$ cat config.mk
export PLATFORM = sky130hd
export DESIGN_NAME = logic_op_arbiter
export DESIGN_NICKNAME = d
export VERILOG_FILES = /design/src/rtl/logic_op_arbiter.sv
export SDC_FILE = /design/constraint.sdc
export NUM_CORES = 1
export LEC_CHECK = 0
export CORE_MARGIN = 3
export CORE_UTILIZATION = 28
export CTS_CLUSTER_SIZE = 20
export DETAILED_ROUTE_END_ITERATION = 8
export PLACE_DENSITY = 0.62
export SYNTH_ARGS = -nofsm -noshare
export SYNTH_HDL_FRONTEND = slang
export SYNTH_SLANG_ARGS = --single-unit
$ cat constraint.sdc
create_clock -name clk -period 2.9 [get_ports clk]
set_clock_uncertainty 0.2 [all_clocks]
set_input_delay 0.435 -clock clk [delete_from_list [all_inputs] [get_ports clk]]
set_output_delay 0.435 -clock clk [all_outputs]
set_load 0.02 [all_outputs]
$ cat src/rtl/logic_op_arbiter.sv
// Round-robin arbiter sharing one WIDTH-bit bitwise gate unit among NREQ requesters.
// Optional LOGIC_ARB_ERR_EN adds res_err, flagging illegal opcodes 6/7.
module logic_op_arbiter #(
   parameter int unsigned NREQ  = 4,
   parameter int unsigned WIDTH = 8
) (
   input  logic                      clk,
   input  logic                      rst,
   input  logic [NREQ-1:0]           req_valid,
   output logic [NREQ-1:0]           req_ready,
   input  logic [3*NREQ-1:0]         req_op,
   input  logic [WIDTH*NREQ-1:0]     req_a,
   input  logic [WIDTH*NREQ-1:0]     req_b,
   output logic                      res_valid,
   input  logic                      res_ready,
   output logic [WIDTH-1:0]          res_data,
   output logic [$clog2(NREQ)-1:0]   res_id,
`ifdef LOGIC_ARB_ERR_EN
   output logic                      res_err,
`endif
   output logic                      busy
);

   localparam int unsigned ID_W = $clog2(NREQ);

   typedef enum logic [1:0] {
      IDLE = 2'd0,
      EXEC = 2'd1,
      RESP = 2'd2
   } state_t;

   state_t            state_q;
   state_t            state_d;
   logic [ID_W-1:0]   ptr;
   logic [ID_W-1:0]   winner;
   logic              any_valid;
   logic              grant;
   logic [2:0]        sel_op;
   logic [WIDTH-1:0]  sel_a;
   logic [WIDTH-1:0]  sel_b;
   logic [2:0]        cap_op;
   logic [WIDTH-1:0]  cap_a;
   logic [WIDTH-1:0]  cap_b;
   logic [ID_W-1:0]   cap_id;
   logic [WIDTH-1:0]  eval_data;
   logic              eval_err;

   // First valid requester at or above ptr, wrapping; lowest offset wins.
   always_comb begin
      int unsigned idx;
      any_valid = 1'b0;
      winner    = '0;
      idx       = 0;
      for (int k = int'(NREQ) - 1; k >= 0; k--) begin
         idx = int'(ptr) + k;
         if (idx >= NREQ) idx = idx - NREQ;
         if (req_valid[idx]) begin
            any_valid = 1'b1;
            winner    = ID_W'(idx);
         end
      end
   end

   // Operand mux for the winning requester.
   always_comb begin
      sel_op = '0;
      sel_a  = '0;
      sel_b  = '0;
      for (int i = 0; i < int'(NREQ); i++) begin
         if (winner == ID_W'(i)) begin
            sel_op = req_op[3*i +: 3];
            sel_a  = req_a[WIDTH*i +: WIDTH];
            sel_b  = req_b[WIDTH*i +: WIDTH];
         end
      end
   end

   // Gate unit on captured operands; opcodes 6/7 yield zero.
   always_comb begin
      eval_data = '0;
      eval_err  = 1'b0;
      case (cap_op)
         3'd0:    eval_data = cap_a & cap_b;
         3'd1:    eval_data = cap_a | cap_b;
         3'd2:    eval_data = ~cap_a;
         3'd3:    eval_data = ~(cap_a & cap_b);
         3'd4:    eval_data = ~(cap_a | cap_b);
         3'd5:    eval_data = cap_a ^ cap_b;
         default: eval_err  = 1'b1;
      endcase
   end

   always_ff @(posedge clk) begin
      if (rst) state_q <= IDLE;
      else     state_q <= state_d;
   end

   // Next state and the combinational grant strobe.
   always_comb begin
      state_d   = state_q;
      grant     = 1'b0;
      req_ready = '0;
      case (state_q)
         IDLE: begin
            if (any_valid && !rst) begin
               grant             = 1'b1;
               req_ready[winner] = 1'b1;
               state_d           = EXEC;
            end
         end
         EXEC:    state_d = RESP;
         RESP:    if (res_ready) state_d = IDLE;
         default: state_d = IDLE;
      endcase
   end

   always_ff @(posedge clk) begin
      if (rst) begin
         ptr       <= '0;
         cap_op    <= '0;
         cap_a     <= '0;
         cap_b     <= '0;
         cap_id    <= '0;
         res_valid <= 1'b0;
         res_data  <= '0;
         res_id    <= '0;
`ifdef LOGIC_ARB_ERR_EN
         res_err   <= 1'b0;
`endif
      end else begin
         if (grant) begin
            cap_op <= sel_op;
            cap_a  <= sel_a;
            cap_b  <= sel_b;
            cap_id <= winner;
            ptr    <= (winner == ID_W'(NREQ - 1)) ? '0 : winner + ID_W'(1);
         end
         if (state_q == EXEC) begin
            res_valid <= 1'b1;
            res_data  <= eval_data;
            res_id    <= cap_id;
`ifdef LOGIC_ARB_ERR_EN
            res_err   <= eval_err;
`endif
         end else if (state_q == RESP && res_ready) begin
            res_valid <= 1'b0;
         end
      end
   end

`ifndef LOGIC_ARB_ERR_EN
   logic unused_err;
   assign unused_err = eval_err;
`endif

   assign busy = (state_q != IDLE);

endmodule

# Word level (Yosys, flattened, before mapping)
# Index checks and enable logic that the tools add are counted.
# op_classes
n_addsub	8
order_cmp	10
n_eq_ne	12
mux	45
n_bitwise	6
reduce_logical	10
# op_table
op	n
32-bit by 3-bit < comparator with 1-bit output (second input constant)	4
32-bit two-way mux	4
8-bit two-way mux	8
8-bit case mux with 6 select lines	1
8-bit inverter	3
2-bit two-way mux	7
1-bit two-way mux	13
3-bit two-way mux	4
3-bit by 3-bit subtractor with 4-bit output (second input constant)	3
3-bit greater-or-equal comparator (second input constant)	3
8-bit AND	1
1-bit binary-select mux with 2-bit select	4
4-bit two-way mux	2
8-bit OR	1
8-bit XOR	1
2-bit by 2-bit adder with 3-bit output (second input constant)	2
2-bit == test (second input constant)	3
3-bit by 2-bit == test with 1-bit output (second input constant)	2
3-bit == test (second input constant)	2
2-bit case mux with 3 select lines	1
2-bit by 1-bit == test with 1-bit output (second input constant)	2
2-bit logical NOT	2
2-bit inequality test (second input constant)	2
2-bit nonzero test	2
other kinds (12)	14
# totals
regBits	36
in_bits	83
output_inout_bits	16
word_cells	100

# Depth between registers and ports, before layout
# depth
word_depth	15
mapped_depth	10

# Least setup slack after synthesis
# No wires, ideal clock.
# synth_path
kind	input to output
from	input port req_valid[2]
to	output port req_ready[3]
arrival_ns	2.084
t_required_ns	2.265
setup_slack_ns	0.181
stages	7
n_path_buf	2
path_cell_list	inv_1 o22ai_1 a211oi_1 ha_1 clkbuf_1 buf_2 and2_1
# synth_via
elab_chain_cells	12
elab_cells_between_ends	24
cone_classes	order compare: 2; mux: 20; reduce/logical: 2
# synth_lines
element	line	text
start, declared	9	input logic [NREQ-1:0] req_valid,
1-bit binary-select mux with 2-bit select	57	if (req_valid[idx]) begin
1-bit two-way mux (not written as such)	57	
2-bit two-way mux (3 in series)	57	
2-bit two-way mux *	57	
via winner[0]	35	logic [ID_W-1:0] winner;
2-bit by 3-bit < comparator with 1-bit output (not written as such) or 2-bit by 1-bit greater-or-equal comparator with 1-bit output (tied branches)	107	req_ready[winner] = 1'b1;
1-bit logical AND (not written as such)	107	
1-bit two-way mux (not written as such)	107	
1-bit demux with 2-bit select *	107	
4-bit two-way mux *	105	if (any_valid && !rst) begin
4-bit two-way mux *	103	case (state_q)
end, declared	10	output logic [NREQ-1:0] req_ready,
# Mark *: on every way through the listed nets, which the timed path passes. The rest lies on a longest branch. The select of a mux whose other input is x is not followed.

# Final worst setup path
# layout_path
from	input port req_valid[2]
to	output port req_ready[0]
# Same word-level chain as after synthesis.

==> flow_summary.json <==
{
  "met2_usage_pct": 23.5,
  "grt_pass1_wl_um": 13400,
  "cts_root_buf": "clkbuf_8",
  "grt_pass1_vias": 2780,
  "synth_top_area_share_pct": 25.8,
  "worstSetupPathType": "in -> out",
  "clock_latency_ns": 0.28,
  "gr-total-overflow": 0,
  "seq_area_frac_synth_pct": 25.8,
  "cts_inserted_buffers": 5,
  "setup_viol": 0,
  "syn_nets": 461,
  "core_um2": 9460,
  "gp_congestion": 0.744,
  "rsz0062_at_grt": "false",
  "fmax_ghz": 0.354,
  "p_leak_uw": 0.00164,
  "vias_per_cell": 4.82,
  "yosys.area.top_type": "dfxtp_1",
  "cp.required_ns": 2.27,
  "cp_top_family": "buffers and inverters",
  "drv_slew": 0,
  "synth_area_leaders": "dfxtp_1 26%, a221oi_2 10%, ha_1 9.0%, a21oi_1 8.6%, a211oi_1 6.4%",
  "grtUsageTotal_pct": 14.3,
  "crit_path_top_delay_cell": "clkdlybuf4s50_1",
  "total_power_uw": 2090,
  "path_cells": "clkdlybuf4s50_1 -> inv_1 -> o22ai_1 -> a211oi_1 -> buf_4 -> inv_1 -> ha_1 -> and2_1 -> clkdlybuf4s15_1",
  "antenna_cells": 0,
  "drt-total-wl_um": 8000,
  "dp_hpwl_um": 6370,
  "critPathBufInv": 5,
  "die_w_um": 106,
  "die-area_um2": 11200,
  "antenna_found_initial": 0,
  "hold_path_class": "reg -> reg",
  "layout_commonest_cell": "clkdlybuf4s50_1",
  "syn_inst": 358,
  "synth.avg_cell_area_um2": 7.81,
  "htree_levels": 2,
  "final_cell_mix": "92 x clkdlybuf4s50_1, 48 x a21oi_1, 41 x inv_1",
  "fin_tns_setup_ns": 0,
  "max_slew_margin_pct": 57.8,
  "drt_iter0_drc": 113,
  "grt_max_degree": 40,
  "dr.pass1.iters": 4,
  "ys_types": 36,
  "status": "finished, final reports clean",
  "nets": 555,
  "timing.final.hold_violations": 0,
  "cts_hold_buf": 0,
  "crit_top_cell": "inv_1",
  "endpoint_kind": "output pin",
  "pwr_density_cell_nw_per_um2": 520,
  "cts.path.max_buffers": 2,
  "dp_cells": 573,
  "ant_nets": 0,
  "ioPinCount": 99,
  "rows": 35,
  "area_growth_pct": 43.6,
  "clk_pin_slew_worst_paths_ns": 0.07,
  "met1_usage_pct": 19.3,
  "portBuffers": 98,
  "post-route-period-util_pct": 97.4,
  "use_met3_pct": 3.22,
  "cp_max_fo": 4,
  "routedWlPerCell_um": 13.8,
  "busiest_layer": "met2",
  "ys_ff_latch": 36,
  "drc": 0,
  "final_cells": 582,
  "initial_core_util_pct": 29.6,
  "syn_area_um2": 2800,
  "dr_total_vias": 2805,
  "cp-start-kind": "primary input",
  "clock-sinks": 36,
  "fin_crit_ns": 2.82,
  "die_h_um": 106,
  "max-vdd-ir-drop_v": 0.000189,
  "yosys_warnings": 0,
  "max_slew.worst_pin.slew_ns": 0.632,
  "maxCapViolations": 0,
  "layout-drive-gt1-share_pct": 11.9,
  "cts_tree": "done",
  "critPathArrivalTime_ns": 2.19,
  "max_stage_delay_ns": 0.44
}
[per-stage QoR]
| stage | worst slack (ns) | util (%) | area, um^2 | hold WS, ns |
|---|---|---|---|---|
| floorplan | 0.181 | - | 2800 | 0.227 |
| global placement | -0.224 | 41.4 | 3920 | 0.248 |
| detailed placement | -0.267 | 41.4 | 3920 | 0.244 |
| CTS | 0.0221 | 42.3 | 4000 | 0.255 |
| global route | 0.000552 | 42.4 | 4020 | 0.276 |
| finish | 0.0764 | 42.4 | 4020 | 0.249 |
[tightest hold or removal path, delay by kind of cell (launching register included)]
family             cells  cell delay, ns
DFF                    1            0.31
and+or+nand+nor        1            0.05
AOI/OAI and AO/OA      1            0.05
[layer usage]
layer | wire length [um] | vias up | part of all wire [%]
met5 | 0 | - | 0
met4 | 75 | 0 | 0.94
met3 | 512 | 5 | 6.4
met2 | 3580 | 81 | 45
met1 | 3840 | 1258 | 48
li1 | - | 1461 | -
[cell families (layout without fill, tap and decap cells)]
logic type                 after synthesis  after routing  synth area share [%]
AOI/OAI and AO/OA                      137            137                  36.5
adders and majority gates               20             20                  8.95
buffers and inverters                   72            167                  11.5
DFF                                     36             36                  25.8
muxes                                    1              1                 0.358
and+or+nand+nor                         92             92                  16.9
[area by class of cell]
type | count | area [um^2]
Clock buffer | 6 | 82.6
Clock inverter | 2 | 10.0
Fill cell | 1005 | 5440
Inverter | 41 | 154
Multi-Input combinational cell | 250 | 1760
Sequential cell | 36 | 721
Tap cell | 129 | 161
Timing Repair Buffer | 118 | 1130
[synth_stat cells]
cell type	number
inv_1	41
nor3b_1	1
o31ai_1	1
nand3b_1	1
a211oi_1	24
o21ai_0	19
and2_1	4
o2111ai_1	1
o21bai_1	1
o22ai_1	1
a221oi_1	7
buf_2	10
a221oi_2	19
nor2_8	1
nor2_1	16
ha_1	20
nand2b_1	7
o211ai_1	7
nor3_1	7
nand2_1	32
or2_4	1
dfxtp_1	36
nor2b_1	10
a211o_1	6
buf_6	5
mux2i_1	1
or2_1	1
a21o_1	2
nor4_2	1
nor3b_2	1
nand3_1	7
or2b_1	1
or3b_2	1
a311oi_1	1
a21oi_1	48
clkbuf_1	16
[final timing paths]
path	end	slack, ns	cells after the start	startpoint
max reg2reg	cap_b[2]	0.38	11	ptr[0]
max	req_ready[0]	0.08	9	req_valid[2]
min	res_id[0]	0.25	2	cap_id[0]
min reg2reg	res_id[0]	0.25	2	cap_id[0]
[flip-flops by register name, indices dropped and copies added (netlist names)]
| name | cells |
|---|---|
| res_data | 8 |
| cap_op | 3 |
| state_q | 2 |
| cap_id | 2 |
| ptr | 2 |
| cap_b | 8 |
| res_id | 2 |
| cap_a | 8 |
| res_valid | 1 |
[repair_timing]
| item | 4_1_cts | 5_1_grt |
|---|---|---|
| gates resized for setup | 5 | 3 |
| endpoints found under the hold margin | 0 | 0 |
| setup endpoints to repair | 4 | 6 |
| setup buffers | 0 | 1 |
[report_power, final]
part,internal [uW],leakage [uW],switching [uW]
Combinational,493,0.00129,580
Clock,189,0.0000510,170
Sequential,580,0.000298,74.4
Total,1260,0.00164,824
Power figures use the tool's default switching activity.
